--- src/rtl/regfile_pkg.sv ---
// Shared defaults and types for the multi-port integer register file.
package regfile_pkg;

    localparam int DEF_XLEN  = 32;
    localparam int DEF_NREGS = 32;
    localparam int DEF_NRD   = 2;
    localparam int DEF_NWR   = 2;
    localparam int DEF_AW    = $clog2(DEF_NREGS);

    typedef logic [DEF_AW-1:0]   reg_addr_t;
    typedef logic [DEF_XLEN-1:0] xdata_t;

    // Register 0 is hardwired to zero: never stored, never marked busy.
    localparam int ZERO_REG = 0;

endpackage

--- src/rtl/regfile_scoreboard.sv ---
// Per-register busy tracking for RAW hazard detection between issue and writeback.
module regfile_scoreboard
    import regfile_pkg::*;
#(
    parameter  int NREGS = DEF_NREGS,
    parameter  int NRD   = DEF_NRD,
    parameter  int NWR   = DEF_NWR,
    localparam int AW    = $clog2(NREGS)
) (
    input  logic                    clk,
    input  logic                    rst,
    input  logic                    claim_en,
    input  logic [AW-1:0]           claim_addr,
    input  logic [NWR-1:0]          wr_en,
    input  logic [NWR-1:0][AW-1:0]  wr_addr,
    input  logic [NRD-1:0][AW-1:0]  rd_addr,
    output logic [NREGS-1:0]        busy_vec,
    output logic [NRD-1:0]          rd_busy
);

    logic [NREGS-1:0] busy_next;

    // A claim beats a same-cycle clear: the newly issued producer owns the register.
    always_comb begin
        busy_next = '0;
        for (int a = 1; a < NREGS; a++) begin
            logic set_a;
            logic clr_a;
            set_a = claim_en && (claim_addr == AW'(a));
            clr_a = 1'b0;
            for (int k = 0; k < NWR; k++) begin
                if (wr_en[k] && (wr_addr[k] == AW'(a))) clr_a = 1'b1;
            end
            busy_next[a] = set_a || (busy_vec[a] && !clr_a);
        end
    end

    always_ff @(posedge clk) begin
        if (rst) busy_vec <= '0;
        else     busy_vec <= busy_next;
    end

    // A register being written this cycle is already available through the bypass.
    always_comb begin
        rd_busy = '0;
        for (int i = 0; i < NRD; i++) begin
            logic hit;
            hit = 1'b0;
            for (int k = 0; k < NWR; k++) begin
                if (wr_en[k] && (wr_addr[k] == rd_addr[i])) hit = 1'b1;
            end
            rd_busy[i] = busy_vec[rd_addr[i]] && !hit;
        end
    end

endmodule

--- src/rtl/reg_file_mp.sv ---
// Multi-port register file: posedge-write array, priority write ports, same-cycle bypass, busy scoreboard.
module reg_file_mp
    import regfile_pkg::*;
#(
    parameter  int XLEN  = DEF_XLEN,
    parameter  int NREGS = DEF_NREGS,
    parameter  int NRD   = DEF_NRD,
    parameter  int NWR   = DEF_NWR,
    localparam int AW    = $clog2(NREGS)
) (
    input  logic                     clk,
    input  logic                     rst,
    input  logic [NRD-1:0][AW-1:0]   rd_addr,
    output logic [NRD-1:0][XLEN-1:0] rd_data,
    output logic [NRD-1:0]           rd_busy,
    input  logic [NWR-1:0]           wr_en,
    input  logic [NWR-1:0][AW-1:0]   wr_addr,
    input  logic [NWR-1:0][XLEN-1:0] wr_data,
    input  logic                     claim_en,
    input  logic [AW-1:0]            claim_addr,
    output logic [NREGS-1:0]         busy_vec
);

    logic [XLEN-1:0] regs [NREGS];

    // Ports are visited in ascending order, so the highest-index writer's update lands last.
    always_ff @(posedge clk) begin
        if (rst) begin
            for (int r = 0; r < NREGS; r++) regs[r] <= '0;
        end else begin
            for (int k = 0; k < NWR; k++) begin
                if (wr_en[k] && (wr_addr[k] != AW'(ZERO_REG))) regs[wr_addr[k]] <= wr_data[k];
            end
        end
    end

    // Bypass priority matches the write priority: later ports override earlier ones.
    always_comb begin
        rd_data = '0;
        for (int i = 0; i < NRD; i++) begin
            rd_data[i] = regs[rd_addr[i]];
            for (int k = 0; k < NWR; k++) begin
                if (wr_en[k] && (wr_addr[k] == rd_addr[i])) rd_data[i] = wr_data[k];
            end
            if (rd_addr[i] == AW'(ZERO_REG)) rd_data[i] = '0;
        end
    end

    regfile_scoreboard #(
        .NREGS (NREGS),
        .NRD   (NRD),
        .NWR   (NWR)
    ) u_scoreboard (
        .clk        (clk),
        .rst        (rst),
        .claim_en   (claim_en),
        .claim_addr (claim_addr),
        .wr_en      (wr_en),
        .wr_addr    (wr_addr),
        .rd_addr    (rd_addr),
        .busy_vec   (busy_vec),
        .rd_busy    (rd_busy)
    );

endmodule

--- config.mk ---
export PLATFORM = sky130hd
export DESIGN_NAME = reg_file_mp
export DESIGN_NICKNAME = d
export VERILOG_FILES = /design/src/rtl/regfile_pkg.sv /design/src/rtl/regfile_scoreboard.sv /design/src/rtl/reg_file_mp.sv
export SDC_FILE = /design/constraint.sdc
export NUM_CORES = 2
export LEC_CHECK = 0
export BUFFER_PORTS_ARGS = -buffer_cell sky130_fd_sc_hd__buf_2
export CELL_PAD_IN_SITES_DETAIL_PLACEMENT = 0
export CELL_PAD_IN_SITES_GLOBAL_PLACEMENT = 2
export CORE_MARGIN = 2
export CORE_UTILIZATION = 45
export CTS_CLUSTER_DIAMETER = 200
export DETAILED_ROUTE_END_ITERATION = 12
export HOLD_SLACK_MARGIN = 0.15
export PLACE_DENSITY = 0.77
export SYNTH_ARGS = -nofsm -noshare
export SYNTH_HDL_FRONTEND = slang
export SYNTH_SLANG_ARGS = --single-unit
--- constraint.sdc ---
create_clock -name clk -period 6.8 [get_ports clk]
set_input_delay 1.02 -clock clk [delete_from_list [all_inputs] [get_ports clk]]
set_output_delay 1.02 -clock clk [all_outputs]
set_load 0.005 [all_outputs]
==> summary.txt <==
Drt
  – DRC Markers: 0
  – WL/cell: 44.88 µm
  – Via density: 7.730
  – Routed via count: around 50,000
  – Final wirelength: 296,400 µm
  – Antenna Nets Post-Route: 0
  – Number of iterations in the first detailed-routing pass: 6
  – Initial detailed-routing violation count: 8,996

STA
  – Min Tclk post-route: 5.752 ns
  – Max_slew headroom: a little over a tenth
  – Achievable Freq: about 0.17 GHz
  – RSZ-0062 raised after global routing: no
  – Final Hold Viols: 0
  – Final worst-path cycle share: ~85%
  – Worst slew pin tran: 1.337 ns
  – Setup-failing EPs final: 0
  – Clock Skew: 0 ns
  – Fin. max-slew vios: 0
  – Fin Setup TNS: 0 ns

Die
  – Die width: about 380 µm
  – Die ar.: approximately 140,000 µm²
  – # IOs: around 190
  – Initial Util: between 40% and 50%
  – CORE AREA: between 100,000 and 150,000 µm²
  – DIE HEIGHT: between 300 and 400 µm
  – # rows: approximately 140

Synth
  – Most instantiated library cell after synthesis: edfxtp_1
  – Synth warnings: 0
  – Synth cell count leaders: edfxtp_1, a22o_1, mux2i_1
  – Synth area leaders: edfxtp_1, mux4_2, a22o_1
  – Seq/Total Area, Yosys: 49.67%
  – Post-synth EDFFs: ~1,000
  – Post-synthesis cell count: slightly below 5,000
  – Netlist cell types: between 60 and 70
  – Yosys top cell by area: edfxtp_1
  – Avg Cell Area, Syn: between 10 and 15 µm²
  – Yosys top cell area share: 48.69%
  – Primary FF master, synth: edfxtp_1
  – Post-synthesis register bit count: between 1,000 and 1,500
  – Mapped Area: ~63,000 µm²
  – FFs w/ async S/R, synth: 0%

Critical path
  – Crit path cell chain: buf_4 -> xnor2_1 -> nand4_1 -> or2_1 -> nor2_4 -> a22oi_1 -> o221ai_1 -> buf_2
  – Crit Reg-Reg Endpoint: u_scoreboard.busy_vec[20]$_SDFF_PP0_
  – Reg2reg setup slack: between 5 and 6 ns
  – Reg2Reg Depth: 2
  – Critical-path top delay cell: nor2_4
  – WP data required: a little under 6 ns
  – Crit-path max cell delay: around 0.95 ns
  – Worst EP arrival: 4.73 ns
  – Worst-path maximum fanout: 44
  – Buffers and inverters on the worst path: 2
  – CP Capture Type: output pin
  – Crit path max-delay family: simple AND/OR/NAND/NOR gates
  – Worst r2r src: u_scoreboard.busy_vec[20]$_SDFF_PP0_
  – Crit Path Class: in -> out
  – Startpoint Class: input port

CTS
  – CTS Root Cell: clkbuf_16
  – PostCTS Resize Cnt: 0
  – Clock Sinks: between 1,000 and 1,500
  – CTS tree: done
  – Clk slew on worst S/H paths: ~0.060 ns
  – Post-CTS Hold Buffers: 0
  – H-tree Lvls: 3
  – Clock buffer count from CTS: approximately 120
  – Clock Latency Late Sink: roughly 0.74 ns
  – Setup bufs post-CTS: 0
  – CTS Buffer Depth: 3

Power
  – Combinational share of power: between 10% and 20%
  – Clock power frac: 38.7%
  – Max IR drop VDD: 0.2057 mV
  – Switching Power: roughly 0.0046 W
  – Seq pwr share: roughly 47%
  – LEAKAGE: 23.76 nW
  – Total power: approximately 0.017 W
  – Power Density: 239.6 nW/µm²
  – Internal: about 0.012 W
  – Switching share of total power: between 20% and 30%

GRT
  – All-Layer GR Usage: roughly two fifths
  – Vias in the first global route: ~48,000
  – Initial antenna violation count: 13
  – Overflow after GRT: 0
  – First-pass GRT wire length: a little under 400,000 µm
  – Pin count of the biggest net entering global routing: ~130

Cells and area
  – Non-filler instance count after layout: between 6,000 and 7,000
  – Synth-to-layout area growth: 9.468%
  – # nets final: 4,715
  – Fill cell count: about 12,000
  – Share of post-route cells with drive strength above 1: 22.26%

Status
  – Outcome: finished, final reports clean

Worst hold path
  – Worst hold path stage count: 2
  – Worst min path class: reg -> reg
  – Hold-critical path endpoint: u_scoreboard.busy_vec[30]$_SDFF_PP0_
  – Worst Hold Launch: u_scoreboard.busy_vec[30]$_SDFF_PP0_

Place
  – RD Place Congestion: 0.9036
  – Placed insts: about 6,400
  – IO Port Bufs: 190
  – Dpl hpwl: around 160,000 µm

Run
  – Max-cap viol count: 0
## metrics by stage
step | worst slack (ns) | utilization, % | hold WS (ns) | instance area, µm²
global placement | 1.296 | 46.91 | 0.5236 | 65380
detailed placement | 1.261 | 46.91 | 0.5236 | 65380
CTS | 1.263 | 49.59 | 0.5391 | 69110
global route | 1.113 | 49.59 | 0.5563 | 69110
finish | 1.048 | 49.61 | 0.5311 | 69140
floorplan | 0.5033 | - | 0.4924 | 63280
## layout by cell type (no fill, tap or decap), types with 86 or more instances in the layout
cell type and count:
a21oi_1 86, a22o_1 900, a22oi_1 115, buf_2 181
buf_4 163, clkbuf_16 119, edfxtp_1 1024, mux2i_1 409
mux4_2 387, nand2_1 299, o21ai_0 186, o22ai_1 97
## cell type report
cell class | count | area, µm² | share of cell area (%)
diodes | 11 | 27.53 | 0.03981
clock buffers | 148 | 3110 | 4.499
clock inverters | 67 | 623.1 | 0.9013
inverters | 28 | 107.6 | 0.1556
multi-input cells | 3055 | 29070 | 42.05
flip-flops and latches | 1055 | 31370 | 45.37
well taps | 1876 | 2347 | 3.395
repair buffers | 363 | 2477 | 3.583
## flip-flops by register name, summed over array words and instances, names as in the netlist
signal                 cells
regs                    1024
u_scoreboard.busy_vec     31
## worst register-to-register path, delay by kind of cell (launching register included)
| family | cells | cell delay (ns) |
|---|---|---|
| AO/OA/AOI/OAI | 2 | 0.40 |
| flip-flops | 1 | 0.43 |
## worst max-delay path by stage
stage	start	end	slack, ns	cells after the start
CTS	rd_addr[5]	rd_data[58]	1.26	9
detailed placement	rd_addr[5]	rd_data[58]	1.26	9
global route	rd_addr[7]	rd_data[58]	1.11	9
global placement	rd_addr[7]	rd_data[58]	1.30	9
finish	rd_addr[7]	rd_data[49]	1.05	8
floorplan	wr_addr[4]	regs[3][0]$_DFFE_PP_	0.50	6
## cell families after synthesis
group,share of synthesized area [%]
flops,49.67
buf+inv,5.646
mux,20.46
compound gates,18.70
simple gates,5.242
xor+xnor,0.2774
other cells,0.005938
## layer usage
layer  GRT usage [%]  wire (µm)  share of wire, %  up-vias
met5         0.06861        283             0.095        -
li1                -          -                 -    19180
met3           13.66      43230                15     1078
met1           52.75     105400                36    26010
met2           58.39     126500                43     4760
met4           25.76      20970               7.1       12
## power by group through the flow
stage | clock, W | sequential (W) | combinational, W
finish | 0.00641 | 0.00773 | 0.00243
floorplan | 0 | 0.00779 | 0.00147
global route | 0.00664 | 0.00776 | 0.00247
detailed placement | 0 | 0.00785 | 0.00234
CTS | 0.00640 | 0.00772 | 0.00234
global placement | 0 | 0.00783 | 0.00233
Power figures use the tool's default switching activity.
